<file path="config.mk">
export PLATFORM = sky130hd
export DESIGN_NAME = parity_fifo_top
export DESIGN_NICKNAME = d
export VERILOG_FILES = /design/src/rtl/parity_fifo_top.sv
export SDC_FILE = /design/constraint.sdc
export NUM_CORES = 1
export LEC_CHECK = 0
export CAP_MARGIN = 20
export CORE_MARGIN = 2
export CORE_UTILIZATION = 54
export DETAILED_ROUTE_END_ITERATION = 6
export HOLD_SLACK_MARGIN = 0.02
export PLACE_DENSITY = 0.84
export REMOVE_ABC_BUFFERS = 1
export SYNTH_ARGS = -nofsm -noshare
export SYNTH_HDL_FRONTEND = slang
export SYNTH_HIERARCHICAL = 1
export SYNTH_SLANG_ARGS = --single-unit
</file>
<file path="constraint.sdc">
create_clock -name clk -period 5.2 [get_ports clk]
set_input_delay 1.56 -clock clk [delete_from_list [all_inputs] [get_ports clk]]
set_output_delay 1.56 -clock clk [all_outputs]
set_load 0.005 [all_outputs]
</file>
<file path="src/rtl/parity_fifo_top.sv">
// parity_fifo_top: synchronous first-word-fall-through FIFO with valid/grant
// handshakes on both sides and a parity checker on the read side.
//
// Each stored word is DATA_WIDTH+1 bits. When the build defines
// FIFO_PARITY_CHECK_EN, a head word whose overall XOR differs from EVEN_ODD
// is hidden (pop_valid_o=0). A grant pulse still discards it. When the macro
// is not defined, every stored word is presented as valid.
//
// Hierarchy: parity_fifo_top -> fifo_i (parity_fifo_ctrl) -> my_ram (parity_fifo_ram)

// ---------------------------------------------------------------------------
// Storage array: one synchronous write port and one asynchronous read port.
// The read port is asynchronous so the head word falls through in the cycle
// after it is written.
// ---------------------------------------------------------------------------
module parity_fifo_ram #(
  parameter int unsigned DATA_WIDTH = 32,
  parameter int unsigned FIFO_DEPTH = 4,
  parameter int unsigned ADDR_W     = 2
) (
  input  logic                  clk,
  input  logic                  wr_en_i,
  input  logic [ADDR_W-1:0]     wr_addr_i,
  input  logic [DATA_WIDTH:0]   wr_data_i,
  input  logic [ADDR_W-1:0]     rd_addr_i,
  output logic [DATA_WIDTH:0]   rd_data_o
);

  logic [DATA_WIDTH:0] memory [0:FIFO_DEPTH-1];

  // Write the addressed entry on an accepted push.
  // NOTE: the array has no reset. Occupancy tracking alone decides which
  // entries are meaningful, and leaving the array unreset lets it map to plain RAM.
  always_ff @(posedge clk) begin
    if (wr_en_i) begin
      memory[wr_addr_i] <= wr_data_i;
    end
  end

  // Combinational read of the head entry.
  assign rd_data_o = memory[rd_addr_i];

endmodule

// ---------------------------------------------------------------------------
// FIFO control: read/write pointers, occupancy counter and raw status.
// pop_valid_o is the raw "not empty" flag. This block does not check parity.
// ---------------------------------------------------------------------------
module parity_fifo_ctrl #(
  parameter int unsigned DATA_WIDTH = 32,
  parameter int unsigned FIFO_DEPTH = 4
) (
  input  logic                  clk,
  input  logic                  rst_n,
  input  logic [DATA_WIDTH:0]   push_data_i,
  input  logic                  push_valid_i,
  output logic                  push_grant_o,
  input  logic                  pop_grant_i,
  output logic [DATA_WIDTH:0]   pop_data_o,
  output logic                  pop_valid_o
);

  localparam int unsigned PTR_W = (FIFO_DEPTH > 1) ? $clog2(FIFO_DEPTH) : 1;
  localparam int unsigned CNT_W = $clog2(FIFO_DEPTH + 1);

  // Depth need not be a power of two, so pointers wrap explicitly at the
  // last index instead of relying on natural binary rollover.
  localparam logic [PTR_W-1:0] PTR_LAST = PTR_W'(FIFO_DEPTH - 1);
  localparam logic [CNT_W-1:0] CNT_FULL = CNT_W'(FIFO_DEPTH);

  logic [PTR_W-1:0] count_read,  count_read_d;
  logic [PTR_W-1:0] count_write, count_write_d;
  logic [CNT_W-1:0] count_fifo,  count_fifo_d;

  logic full;
  logic not_empty;
  logic push_en;
  logic pop_en;

  // Status flags. A full FIFO refuses a push even when a pop happens in the
  // same cycle, so the two operations never depend on each other.
  assign full      = (count_fifo == CNT_FULL);
  assign not_empty = (count_fifo != '0);
  assign push_en   = push_valid_i & ~full;
  assign pop_en    = pop_grant_i & not_empty;

  assign push_grant_o = ~full;
  assign pop_valid_o  = not_empty;

  // Compute the next pointer and occupancy values from the accepted push and pop.
  // NOTE: every combinational output is given a default first, so no path
  // leaves a signal unassigned and no latch is inferred.
  always_comb begin
    count_read_d  = count_read;
    count_write_d = count_write;
    count_fifo_d  = count_fifo;

    if (push_en) begin
      count_write_d = (count_write == PTR_LAST) ? '0 : count_write + PTR_W'(1);
    end

    if (pop_en) begin
      count_read_d = (count_read == PTR_LAST) ? '0 : count_read + PTR_W'(1);
    end

    unique case ({push_en, pop_en})
      2'b10:   count_fifo_d = count_fifo + CNT_W'(1);
      2'b01:   count_fifo_d = count_fifo - CNT_W'(1);
      default: count_fifo_d = count_fifo;
    endcase
  end

  // Register the pointers and occupancy. An asynchronous reset empties the
  // FIFO and drops any words still stored.
  // NOTE: sequential state is written with non-blocking assignments, so every
  // flop samples the values from before the clock edge.
  always_ff @(posedge clk or negedge rst_n) begin
    if (!rst_n) begin
      count_read  <= '0;
      count_write <= '0;
      count_fifo  <= '0;
    end else begin
      count_read  <= count_read_d;
      count_write <= count_write_d;
      count_fifo  <= count_fifo_d;
    end
  end

  parity_fifo_ram #(
    .DATA_WIDTH (DATA_WIDTH),
    .FIFO_DEPTH (FIFO_DEPTH),
    .ADDR_W     (PTR_W)
  ) my_ram (
    .clk       (clk),
    .wr_en_i   (push_en),
    .wr_addr_i (count_write),
    .wr_data_i (push_data_i),
    .rd_addr_i (count_read),
    .rd_data_o (pop_data_o)
  );

endmodule

// ---------------------------------------------------------------------------
// Top level: the FIFO plus the read-side parity qualifier.
// ---------------------------------------------------------------------------
module parity_fifo_top #(
  parameter int unsigned DATA_WIDTH = 32,
  parameter int unsigned FIFO_DEPTH = 4,
  parameter int unsigned EVEN_ODD   = 0,
  parameter int unsigned PARITY_BIT = 0
) (
  input  logic                  clk,
  input  logic                  rst_n,
  input  logic [DATA_WIDTH:0]   push_data_i,
  input  logic                  push_valid_i,
  output logic                  push_grant_o,
  input  logic                  pop_grant_i,
  output logic [DATA_WIDTH:0]   pop_data_o,
  output logic                  pop_valid_o
);

  // Reject configurations that cannot work: depth below 2, a parity index
  // outside the word, or a parity sense other than 0/1.
  if (FIFO_DEPTH < 2 || PARITY_BIT > DATA_WIDTH || EVEN_ODD > 1) begin : g_bad_cfg
    $error("parity_fifo_top: unsupported parameter combination");
  end

  logic raw_valid;

  parity_fifo_ctrl #(
    .DATA_WIDTH (DATA_WIDTH),
    .FIFO_DEPTH (FIFO_DEPTH)
  ) fifo_i (
    .clk          (clk),
    .rst_n        (rst_n),
    .push_data_i  (push_data_i),
    .push_valid_i (push_valid_i),
    .push_grant_o (push_grant_o),
    .pop_grant_i  (pop_grant_i),
    .pop_data_o   (pop_data_o),
    .pop_valid_o  (raw_valid)
  );

`ifdef FIFO_PARITY_CHECK_EN
  localparam int unsigned WORD_W      = DATA_WIDTH + 1;
  localparam logic [WORD_W-1:0] PARITY_MASK = WORD_W'(1) << PARITY_BIT;

  logic parity_expected;
  logic parity_ok;

  // The parity bit must equal the parity sense XOR the other bits. This is
  // the same as requiring the XOR of the whole word to equal EVEN_ODD.
  // Corrupt head words stay hidden but can still be granted away.
  always_comb begin
    parity_expected = 1'(EVEN_ODD) ^ (^(pop_data_o & ~PARITY_MASK));
    parity_ok       = (pop_data_o[PARITY_BIT] == parity_expected);
    pop_valid_o     = raw_valid & parity_ok;
  end
`else
  // No checker in this build: every stored word is presented as valid.
  assign pop_valid_o = raw_valid;
`endif

endmodule

</file>
; ---- Word level (Yosys, flattened, before mapping)
; Memories as Yosys holds them, arrays and structs flattened.
; Index checks and enable logic that the tools add are counted.
[totals]
register_bits = 7
latch_bits = 0
mem_bits_rw = 132
romBits = 0
in_bits = 37
output_inout_bits = 35
elab_cells = 23
n_memories = 1
[mem_list]
columns = name, words, width, read_ports, rd_ports_with_merged_regs, wr, line_no
row1 = fifo_i.my_ram.memory, 4, 33, 1, 0, 1, 29  ; logic [DATA_WIDTH:0] memory [0:FIFO_DEPTH-1];
[classes]
n_addsub = 4
mul = 0
div = 0
magnitude_cmp = 0
eq_ne = 5
shift = 0
n_mux = 5
bitwise_logic = 3
n_reduce_logical = 2
[ops]
columns = operator, count
row1 = $eq A2 B2 Y1 const B, 3
row2 = $pmux W3 S2, 1
row3 = $add A2 B1 Y2 const B, 2
row4 = $mux W2, 2
row5 = $add A3 B1 Y3 const B, 1
row6 = $eq A3 B3 Y1 const B, 1
row7 = $reduce_bool A3 Y1, 1
row8 = $sub A3 B1 Y3 const B, 1
row9 = $and A1 B1 Y1, 2
row10 = $eq A2 B1 Y1 const B, 1
row11 = $mux W1, 2
row12 = $reduce_bool A2 Y1, 1
row13 = $not A1 Y1, 1

; ---- Depth between registers and ports, before layout
[logic_depth]
depth_word = 5
ltp_mapped = 9

; ---- By module
; Netlist, hierarchy kept.
[by_module_without_submodules]
columns = mod, n_inst, cells_per_inst, area_each_um2, seq_area_each_um2
row1 = parity_fifo_ram, 1, 177, 4839.6, 3963.8
row2 = parity_fifo_ctrl, 1, 31, 389.1, 175.2

; ---- Least setup slack after synthesis
; No wires, ideal clock.
[synth_timing]
path_kind = input port to flip-flop
start = input push_valid_i
end = memory fifo_i/my_ram/memory[0][0] in the netlist's numbering, enable pin
setup_time_ns = 0.471
arrival_time_ns = 4.131
required_time_ns = 4.729
setup_slack_ns = 0.597
cell_stages = 3
path_buffers = 0
path_cell_list = nand2_4 -> inv_1 -> nor3b_1
[synth_between]
elab_chain_len = 3
[synth_lines]
columns = element, line_no
row1 = from (decl), 156  ; input logic push_valid_i,
row2 = $and A1 B1 Y1, 84  ; assign push_en = push_valid_i & ~full;
row3 = net fifo_i.push_en, 77  ; logic push_en;
row4 = $mux W1, 35  ; if (wr_en_i) begin
row5 = $mux W1 (implied by the code), 36  ; memory[wr_addr_i] <= wr_data_i;
row6 = to (decl), 29
; The timed path passes the listed nets, and every way through them passes these cells.

; ---- Worst setup path in the final report
[layout_timing]
start = register fifo_i.count_read[0]
end = output pop_data_o[13]
[layout_between]
elab_chain_len = 1
[layout_lines]
columns = element, line_no
row1 = from (decl), 71  ; logic [PTR_W-1:0] count_read, count_read_d;
row2 = from (signal assigned), 123  ; count_read <= count_read_d;
row3 = $mem_v2 Z4 W33, -
row4 = to (decl), 159  ; output logic [DATA_WIDTH:0] pop_data_o,
; No other way between the ends.

==> key figures <==
Timing
  – Hold Slack: 0.495 ns
  – # setup viols final: 0
  – Final Skew: 0.00713 ns
  – RSZ-0062 raised after global routing: no
  – Slew headroom: 0.315
  – Final Max Tran Viols: 0
  – Setup ws final: 0.874 ns
  – Setup_tns: 0 ns
  – Peak Freq: 231 MHz
  – Tmin final: 4.33 ns
  – Final Hold Viols: 0
  – Final Cycle Share: 0.832
  – Slew of the pin with the lowest slew margin: 1.02 ns

Placed design
  – Placed Instances: 403
  – Hpwl dp: 4960 um
  – Pre-CTS setup slack: 1.38 ns
  – Post-DP Area: 0.00606 mm^2
  – Routability congestion estimate from global placement: 0.730
  – Port Buffers: 71

Clock tree
  – Root Buffer: clkbuf_8
  – Post-CTS setup buffer count: 0
  – CTS Hold Bufs: 0
  – Htree depth: 4
  – # resized after CTS: 0
  – Clk slew on worst S/H paths: 0.06 ns
  – TritonCTS clock tree: done
  – Num CTS Buffers: 17
  – Clock Tree Buf Depth: 2
  – CTS sink cnt: 139
  – Clock Latency Late Sink: 0.51 ns

Power and ir drop
  – P_leak: 2.24 nW
  – P per Cell Area: 592 mW/mm^2
  – Maximum VDD drop: 288 uV
  – Pwr Total: 3.94 mW

Layout
  – Core Util, Final: 0.715
  – Commonest cells after routing, fill and taps aside: edfxtp_1 (132), clkdlybuf4s50_1 (71), mux4_2 (30)
  – Finished Cell Area: 0.00667 mm^2
  – Commonest non-fill, non-tap cell in the layout: edfxtp_1
  – ANT cells: 0
  – Nets: 334
  – Post-Layout Cell Count: 435
  – Share of layout cells above drive strength 1: 0.248
  – Area grow syn2layout: 27.5%

Route
  – DR vias/cell: 5.48
  – First-pass DRT Iterations: 4
  – Routed WL: 9110 um
  – DRC: 0
  – DRT antenna net count: 0
  – Routed len/inst: 20.9 um
  – Vias: 2,383
  – Initial DRC count: 76

Global route
  – Vias in the first global route: 2,457
  – Grt met2 use: 0.310
  – Busiest grt layer: met2
  – Total GRT Usage: 0.184
  – Global routing usage on met3: 0.0595
  – Grt total ovfl: 0
  – Met1 usage: 0.228
  – Initial antenna violation count: 0
  – Wire length of the first global-routing pass: 13,400 um
  – Largest net degree at the start of global routing: 36

Yosys
  – Top area cells in the synthesized netlist: edfxtp_1 (76%), mux4_2 (13%), dfrtp_1 (3.4%), mux4_1 (1.5%), buf_12 (1.1%)
  – Flops & latches, synth: 139
  – Seq/Total Area, Yosys: 0.792
  – Synth cell types: 24
  – Avg Inst Size Synth: 25.1 um^2
  – Synth top area share: 0.758
  – Ys Warns: 6
  – Yosys top cell by area: edfxtp_1
  – Mapped Cells: 208
  – Synth Cell Area: 0.00523 mm^2

Setup path
  – Crit-path slowest cell: dfrtp_2
  – Crit Path Class: reg -> out
  – Startpoint Class: flop
  – Critical Path End Type: primary output
  – Worst EP arrival: 2.77 ns
  – CP required: 3.64 ns
  – CP delay by family, top: buffers and inverters
  – Max incr delay on CP: 0.73 ns
  – CP max FO: 19
  – Buf/Inv on CP: 2
  – Ordered cell list for the critical path: buf_4 > mux4_2 > clkdlybuf4s50_1

Die
  – Core area: 0.00933 mm^2
  – Rows: 35
  – Chip height: 102 um
  – Die Wd: 102 um
  – Initial Util: 0.561
  – Ports: 72
  – Die ar.: 0.0105 mm^2

Min path
  – Min-Delay Path Class: reg -> reg

Job
  – MaxCap Viol Count: 0

Outcome
  – Outcome: finished, final reports clean
==> state kept, by name, indices dropped and copies added, names as in the netlist <==
signal,flops
fifo_i/count_fifo,3
fifo_i/count_read,2
fifo_i/count_write,2
fifo_i/my_ram/memory,132
==> layer usage <==
layer  part of all wire  vias to the layer above
met3              0.048                       10
li1                   -                     1050
met4             0.0098                        0
met1               0.43                     1246
met2               0.52                       77
met5                  0                        -
==> cells by family after synthesis <==
logic type | share of synthesized area
flops | 0.792
simple gates | 0.0153
xor+xnor | 0.00503
fa+ha+maj | 0.0110
buf+inv | 0.0208
mux | 0.156
==> cells in the mapped netlist, drive strengths merged <==
master	number
and3b	2
mux4	33
inv	5
xor2	2
buf	7
and3	1
nand2	2
fa	1
edfxtp	132
or3	1
ha	3
nor2	3
mux2i	1
or3b	1
clkbuf	1
xnor2	1
mux2	4
dfrtp	7
nor3b	1
==> layout make-up <==
type | count | area [um^2]
multi-input cells | 56 | 990
well taps | 129 | 161
repair buffers | 74 | 746
flip-flops and latches | 139 | 4140
clock buffers | 18 | 418
clock inverters | 14 | 193
inverters | 5 | 18.8
fillers | 550 | 2660
==> final timing paths <==
path	startpoint	end	slack [ns]	depth (start not counted)
max	fifo_i/count_read[0]	pop_data_o[13]	0.87	3
min	fifo_i/count_fifo[2]	fifo_i/count_fifo[2]	0.50	1
max reg2reg	fifo_i/count_fifo[2]	fifo_i/my_ram/memory[0][9]	2.93	5
min reg2reg	fifo_i/count_fifo[2]	fifo_i/count_fifo[2]	0.50	1
max in group asynchronous	rst_n	fifo_i/count_read[0]	3.62	1
min in group asynchronous	rst_n	fifo_i/count_fifo[0]	1.31	1
==> worst reg2reg max path, cell delays in order, from the launching register on <==
cell     delay (ns)
dfrtp_1        0.40
or3b_4         0.26
nand2_4        0.07
inv_1          0.11
nor3b_2        0.84
buf_12         0.29
==> power breakdown <==
group | internal, mW | total, mW | switching (mW)
Sequential | 1.49 | 1.60 | 0.107
Clock | 0.781 | 1.23 | 0.449
Combinational | 0.667 | 1.12 | 0.451
No activity file was read; power rests on OpenSTA's default activity.
